$ cat src/rtl/letc_core_fetch_pc_ctrl.sv
// Fetch PC sequencer for F1: owns the PC and picks hold / advance / branch / trap each cycle.
// Latency: pc updates at the next edge; o_lookup_pc_word and o_flush_f2 are same-cycle combinational.
// Backpressure: ~i_f2_ready / ~i_tlb_ready only hold pc; i_stall holds pc and parks redirects as pending.
//
// Ports:
//   i_clk, i_rst                 clock, asynchronous active-high reset
//   i_trap_req/i_trap_target     trap redirect pulse and handler PC word
//   i_branch_taken/_target       resolved taken branch pulse and target PC word
//   i_stall                      hazard stall, pc frozen while high
//   i_tlb_ready, i_f2_ready      ITLB translation valid / F2 accepts
//   o_pc_word                    registered fetch PC word
//   o_lookup_pc_word             PC word pc takes at the next edge (ITLB lookup)
//   o_fetch_valid                F1 output valid
//   o_flush_f2                   kill in-flight F1->F2 fetch, pulses when a redirect applies
//   o_redirect_pending           a captured redirect awaits stall release
module letc_core_fetch_pc_ctrl #(
   parameter int unsigned          PC_WORD_W         = 30,
   parameter logic [PC_WORD_W-1:0] RESET_PC_WORD     = '0,
   parameter int unsigned          RESET_HOLD_CYCLES = 4
) (
   input  logic                 i_clk,
   input  logic                 i_rst,
   input  logic                 i_trap_req,
   input  logic [PC_WORD_W-1:0] i_trap_target,
   input  logic                 i_branch_taken,
   input  logic [PC_WORD_W-1:0] i_branch_target,
   input  logic                 i_stall,
   input  logic                 i_tlb_ready,
   input  logic                 i_f2_ready,
   output logic [PC_WORD_W-1:0] o_pc_word,
   output logic [PC_WORD_W-1:0] o_lookup_pc_word,
   output logic                 o_fetch_valid,
   output logic                 o_flush_f2,
   output logic                 o_redirect_pending
);

   typedef enum logic [1:0] {
      ST_HOLD   = 2'd0,
      ST_RUN    = 2'd1,
      ST_BUBBLE = 2'd2
   } state_t;

   localparam logic [3:0] HOLD_LAST = 4'(RESET_HOLD_CYCLES - 1);

   state_t                 state_q, state_d;
   logic [3:0]             hold_cnt_q, hold_cnt_d;
   logic [PC_WORD_W-1:0]   pc_q, pc_d;
   logic                   pend_vld_q, pend_vld_d;
   logic [PC_WORD_W-1:0]   pend_pc_q, pend_pc_d;
   logic                   hold_done;
   logic                   may_apply;
   logic                   any_redirect;
   logic                   fire;
   logic [PC_WORD_W-1:0]   redirect_pc;

   always_ff @(posedge i_clk or posedge i_rst) begin
      if (i_rst) begin
         state_q    <= ST_HOLD;
         hold_cnt_q <= '0;
         pc_q       <= RESET_PC_WORD;
         pend_vld_q <= 1'b0;
         pend_pc_q  <= '0;
      end else begin
         state_q    <= state_d;
         hold_cnt_q <= hold_cnt_d;
         pc_q       <= pc_d;
         pend_vld_q <= pend_vld_d;
         pend_pc_q  <= pend_pc_d;
      end
   end

   always_comb begin
      state_d       = state_q;
      hold_cnt_d    = hold_cnt_q;
      pc_d          = pc_q;
      pend_vld_d    = pend_vld_q;
      pend_pc_d     = pend_pc_q;
      o_flush_f2    = 1'b0;
      o_fetch_valid = 1'b0;
      fire          = 1'b0;

      hold_done    = (state_q == ST_HOLD) && (hold_cnt_q == HOLD_LAST);
      // Redirects can only be taken when unstalled and out of the reset hold,
      // except on the final hold cycle where a parked redirect is consumed.
      may_apply    = ~i_rst & ~i_stall & ((state_q != ST_HOLD) | hold_done);
      any_redirect = i_trap_req | i_branch_taken | pend_vld_q;

      // New requests beat the parked one; trap beats branch.
      if (i_trap_req)          redirect_pc = i_trap_target;
      else if (i_branch_taken) redirect_pc = i_branch_target;
      else                     redirect_pc = pend_pc_q;

      o_fetch_valid = (state_q == ST_RUN) & i_tlb_ready & ~i_stall;
      fire          = o_fetch_valid & i_f2_ready;

      case (state_q)
         ST_HOLD: begin
            hold_cnt_d = hold_cnt_q + 4'd1;
            if (hold_done) begin
               state_d    = ST_RUN;
               hold_cnt_d = '0;
            end
         end
         ST_BUBBLE: state_d = ST_RUN;
         default:   state_d = state_q;
      endcase

      if (may_apply && any_redirect) begin
         pc_d       = redirect_pc;
         o_flush_f2 = 1'b1;
         pend_vld_d = 1'b0;
         // One dead cycle lets the ITLB look up the new PC; the hold exit goes straight to RUN.
         if (state_q != ST_HOLD) state_d = ST_BUBBLE;
      end else begin
         if (fire) pc_d = pc_q + PC_WORD_W'(1);
         // A trap always replaces what is parked; a later branch is wrong-path
         // relative to anything already parked, so it only fills an empty slot.
         if (i_trap_req) begin
            pend_vld_d = 1'b1;
            pend_pc_d  = i_trap_target;
         end else if (i_branch_taken && !pend_vld_q) begin
            pend_vld_d = 1'b1;
            pend_pc_d  = i_branch_target;
         end
      end
   end

   assign o_pc_word          = pc_q;
   assign o_lookup_pc_word   = pc_d;
   assign o_redirect_pending = pend_vld_q;

endmodule

$ cat config.mk
export PLATFORM = sky130hd
export DESIGN_NAME = letc_core_fetch_pc_ctrl
export DESIGN_NICKNAME = d
export VERILOG_FILES = /design/src/rtl/letc_core_fetch_pc_ctrl.sv
export SDC_FILE = /design/constraint.sdc
export NUM_CORES = 1
export LEC_CHECK = 0
export ABC_CLOCK_PERIOD_IN_PS = 4200
export BUFFER_PORTS_ARGS = -buffer_cell sky130_fd_sc_hd__clkbuf_2
export CORE_MARGIN = 1
export CORE_UTILIZATION = 56
export CTS_CLUSTER_SIZE = 10
export DETAILED_ROUTE_END_ITERATION = 12
export GPL_TIMING_DRIVEN = 0
export PLACE_DENSITY_LB_ADDON = 0.1
export SLEW_MARGIN = 25
export SYNTH_ARGS = -nofsm -noshare
export SYNTH_HDL_FRONTEND = slang
export SYNTH_SLANG_ARGS = --single-unit
$ cat constraint.sdc
create_clock -name i_clk -period 4.2 [get_ports i_clk]
set_clock_uncertainty 0.05 [all_clocks]
set_input_delay 0.42 -clock i_clk [delete_from_list [all_inputs] [get_ports i_clk]]
set_output_delay 0.42 -clock i_clk [all_outputs]
set_load 0.01 [all_outputs]
==> impl.org <==
** Power
- Fraction of power consumed by the clock network :: 0.177
- The share of total power dissipated in combinational logic is 0.430.
- Leakage Power :: roughly 2.3 nW
- Power dissipated by switching net loads :: roughly 0.0012 W
- Relative contribution of sequential cells to total power :: 0.393
- Of the total power, the share spent switching nets is 0.417.
- For this design the ratio of total power to cell area is 551 mW/mm^2.
- Worst voltage drop across the vdd grid :: 0.000344 V
- Internal power comes to 0.00165 W.

** Clock tree
- Latest clock arrival within the worst-skew pair :: 0.34 ns
- Buffers inserted during clock tree synthesis total 9.
- Clock tree root buffer cell :: clkbuf_8
- Level count of the clock H-tree :: 3
- Number of clock sinks seen by CTS :: 67
- Buffers inserted during post-CTS setup optimization :: 0
- Clock tree from TritonCTS :: done
- Hold repair after CTS inserted 0 buffers.
- Maximum count of clock buffers along a single path :: 2
- CTS resizes :: 0
- After clock tree synthesis, the clock-pin slew on the worst setup and hold paths is 0.07 ns.

** Cells and area
- The number of antenna diodes in the final layout is 0.
- Relative to the synthesized area, the layout overhead comes to 23.4%.
- Summing all flip-flop and latch instances after layout gives 0.00168 sq mm.
- Total area of multi-input combinational cells :: 0.00231 sq mm
- In the final layout, the share of cells above drive strength 1 is 0.351.
- Fill cell total of the finished layout :: 611
- Count of nets after finishing :: 634

** Yosys
- In this run, distinct cell masters in the synthesized netlist total 38.
- Yosys printed 0 warnings.
- For this run, the leading register cell type out of synthesis is dfrtp_1.
- By count the netlist is led by 67 x dfrtp_1, 66 x nor2_1, 61 x mux2i_1.
- Of the post-synthesis cell area, the dominant cell type holds 0.403.
- Avg Inst Size Synth :: 9.79 sq um
- Summed over all instances, the cell type with the most area after synthesis is dfrtp_1.
- Share of flip-flops with an asynchronous set or reset :: 1.00
- Most area-consuming cells after synthesis :: dfrtp_1 40%, mux2i_1 15%, a211oi_2 9.0%
- Register area share after synthesis :: 0.403
- The cell area that synthesis handed to floorplanning was roughly 0.0042 sq mm.
- Count of flip-flops with a built-in enable after synthesis :: 0
- Flip-flop and latch count after synthesis :: 67
- In the synthesized netlist, the number of instances is ~430.
- Among all cell types in the netlist, the one instantiated most often is dfrtp_1.
- Synthesized netlist net count :: 494

** Critical path
- Crit end category :: output pin
- Start of the worst register-to-register path :: state_q[1]$_DFF_PP0_
- Data on the critical path arrives at its endpoint at between 2 and 2.5 ns.
- In this run the worst path has a maximum fanout of 8.
- Launch point of the worst path :: state_q[1]$_DFF_PP0_
- At the worst endpoint, the required time is 3.73 ns.
- Worst Setup Path Type :: reg -> out
- The worst setup path is launched from a flop.

** Timing
- Final max-slew violation count :: 0
- RSZ-0062 raised after global routing :: false
- Static timing analysis puts the maximum clock frequency at ~350 MHz.
- Setup violations remaining at the end of the flow were counted as 0.
- After routing, the total negative slack on setup checks comes to 0 ns.
- Of the available clock period, the critical path in the final layout requires 0.676.
- In this run the tightest slew margin relative to its limit is 0.461.
- Tightest Pin Transition :: between 0.8 and 0.9 ns
- For the finished layout, the period the worst path requires is 2.84 ns.
- Final Hold Violating Endpoints :: 0
- Post-route worst hold slack :: ~0.018 ns

** GRT
- Maximum number of pins on one net before global-route repair :: 47
- M1 GR Usage :: 0.374
- For met3 alone, demand over resource in global routing was 0.0476.
- Global-route total usage across every layer :: 0.290
- The initial antenna violation count came to 0.
- For this run, global-route usage on met2 was measured as 0.492.
- Wire length of the first global-routing pass :: 17.1 mm
- For this run the aggregate overflow at the end of global routing stands at 0.
- Number of global-route vias before repair :: around 3600
- The global routing stage identified its most utilized layer as met2.

** Floorplan
- The die covers 0.00778 sq mm.
- Count of standard-cell rows :: 31
- Placeable core region :: ~0.007 sq mm
- The die is 88.2 um wide.
- The initial utilization of the core area, before any placement, comes to 0.577.
- In this run the vertical extent of the chip is 88.2 um.
- 130 I/O pins were placed.

** Route
- The final route contains 3755 vias.
- For this run, design rule violations remaining after detail routing come to 0.
- Routed Wire Length :: roughly 11 mm
- The first detailed-routing pass ran for 4 iterations.
- Antenna Violating Nets Remaining :: 0
- DR iter-0 viols :: 259
- Via-per-instance ratio :: between 5 and 6
- WL per Instance :: ~17 um

** Flow run
- Across the run, the number of max-cap violations was 0.

** Place
- HPWL reported at the end of detailed placement :: 8.24 mm
- Port buffering added 128 buffers.
- The congestion estimate from routability-driven global placement came to 0.837.

** Hold path
- Path type of the worst min-delay path :: in -> async

** Run status
- The flow ran to the end, and the final reports show no timing, DRC or antenna violations.
==> per-layer routing <==
metal | part of all wire | vias up
met1 | 0.44 | 1815
met4 | 0.018 | 0
met3 | 0.052 | 15
li1 | - | 1804
met2 | 0.49 | 121
met5 | 0 | -
==> cells by family (layout without fill, tap and decap cells) <==
logic type,after synthesis,in the layout,synth area share
mux,63,63,0.152
flops,67,67,0.403
compound gates,95,95,0.171
simple gates,134,134,0.162
xor+xnor,29,29,0.0610
buf+inv,34,178,0.0430
fa+ha+maj,3,3,0.00842
==> power by group through the flow <==
stage,clock [W],combinational [W],sequential (W)
after floorplan,0,0.000697,0.00112
after CTS,0.000508,0.00122,0.00111
after global placement,0,0.00119,0.00110
final,0.000500,0.00122,0.00111
after detailed placement,0,0.00121,0.00112
after global routing,0.000538,0.00134,0.00114
==> final cells by class <==
class,count,share of cell area
Multi-Input combinational cell,324,0.449
Sequential cell,67,0.326
Timing Repair Buffer,129,0.130
Clock buffer,13,0.0329
Buffer,31,0.0326
Tap cell,99,0.0241
Inverter,3,0.00268
Clock inverter,2,0.00195
==> stage by stage <==
stage / cell area, sq um / util / total power (W) / worst slack (ns) / instances
final: 5140 / 0.712 / 0.00283 / 1.36 / 668
after global routing: 5140 / 0.712 / 0.00301 / 1.24 / 668
after CTS: 5140 / 0.712 / 0.00283 / 1.35 / 668
after detailed placement: 4960 / 0.687 / 0.00233 / 1.64 / 653
after global placement: 4930 / 0.683 / 0.00229 / 1.10 / 652
after floorplan: 4160 / - / 0.00182 / 2.02 / 425
==> layout by cell type (no fill, tap or decap), drive strengths merged, types with 3 or more instances in the layout <==
cell type / Yosys / final
nor2: 66 / 66
nor4: 3 / 3
nand4: 10 / 10
mux2i: 61 / 61
clkbuf: 14 / 155
and2: 3 / 3
inv: 3 / 3
nand3: 12 / 12
nand2: 13 / 13
buf: 17 / 18
a211oi: 30 / 30
and4: 3 / 3
xnor2: 12 / 12
xor2: 17 / 17
nor3: 7 / 7
dfrtp: 67 / 67
a21oi: 61 / 61
and3: 8 / 8
==> flip-flops by register name, indices dropped and copies added (netlist names) <==
signal	cells
state_q	2
o_pc_word	30
o_redirect_pending	1
pend_pc_q	30
hold_cnt_q	4
==> path summary, 6_finish.rpt <==
check / cells past startpoint / slack, ns / endpoint
max: 7 / 1.36 / o_lookup_pc_word[28]
min: 2 / 0.02 / pend_pc_q[0]$_DFFE_PP0P_
max reg2reg: 6 / 2.07 / pend_pc_q[10]$_DFFE_PP0P_
min reg2reg: 1 / 0.46 / hold_cnt_q[3]$_DFFE_PP0P_
max in group asynchronous: 3 / 3.56 / o_pc_word[10]$_DFF_PP0_
min in group i_clk: 3 / 0.31 / o_redirect_pending$_DFFE_PP0P_
==> worst max-delay path, stage by stage, from the launching register on <==
cell and delay (ns):
dfrtp_1 0.42, and4bb_1 0.28, buf_4 0.16, and3_1 0.25, nand3_2 0.13, or3_1 0.35
a31oi_1 0.24, clkbuf_2 0.19
(Power assumes the default switching activity.)
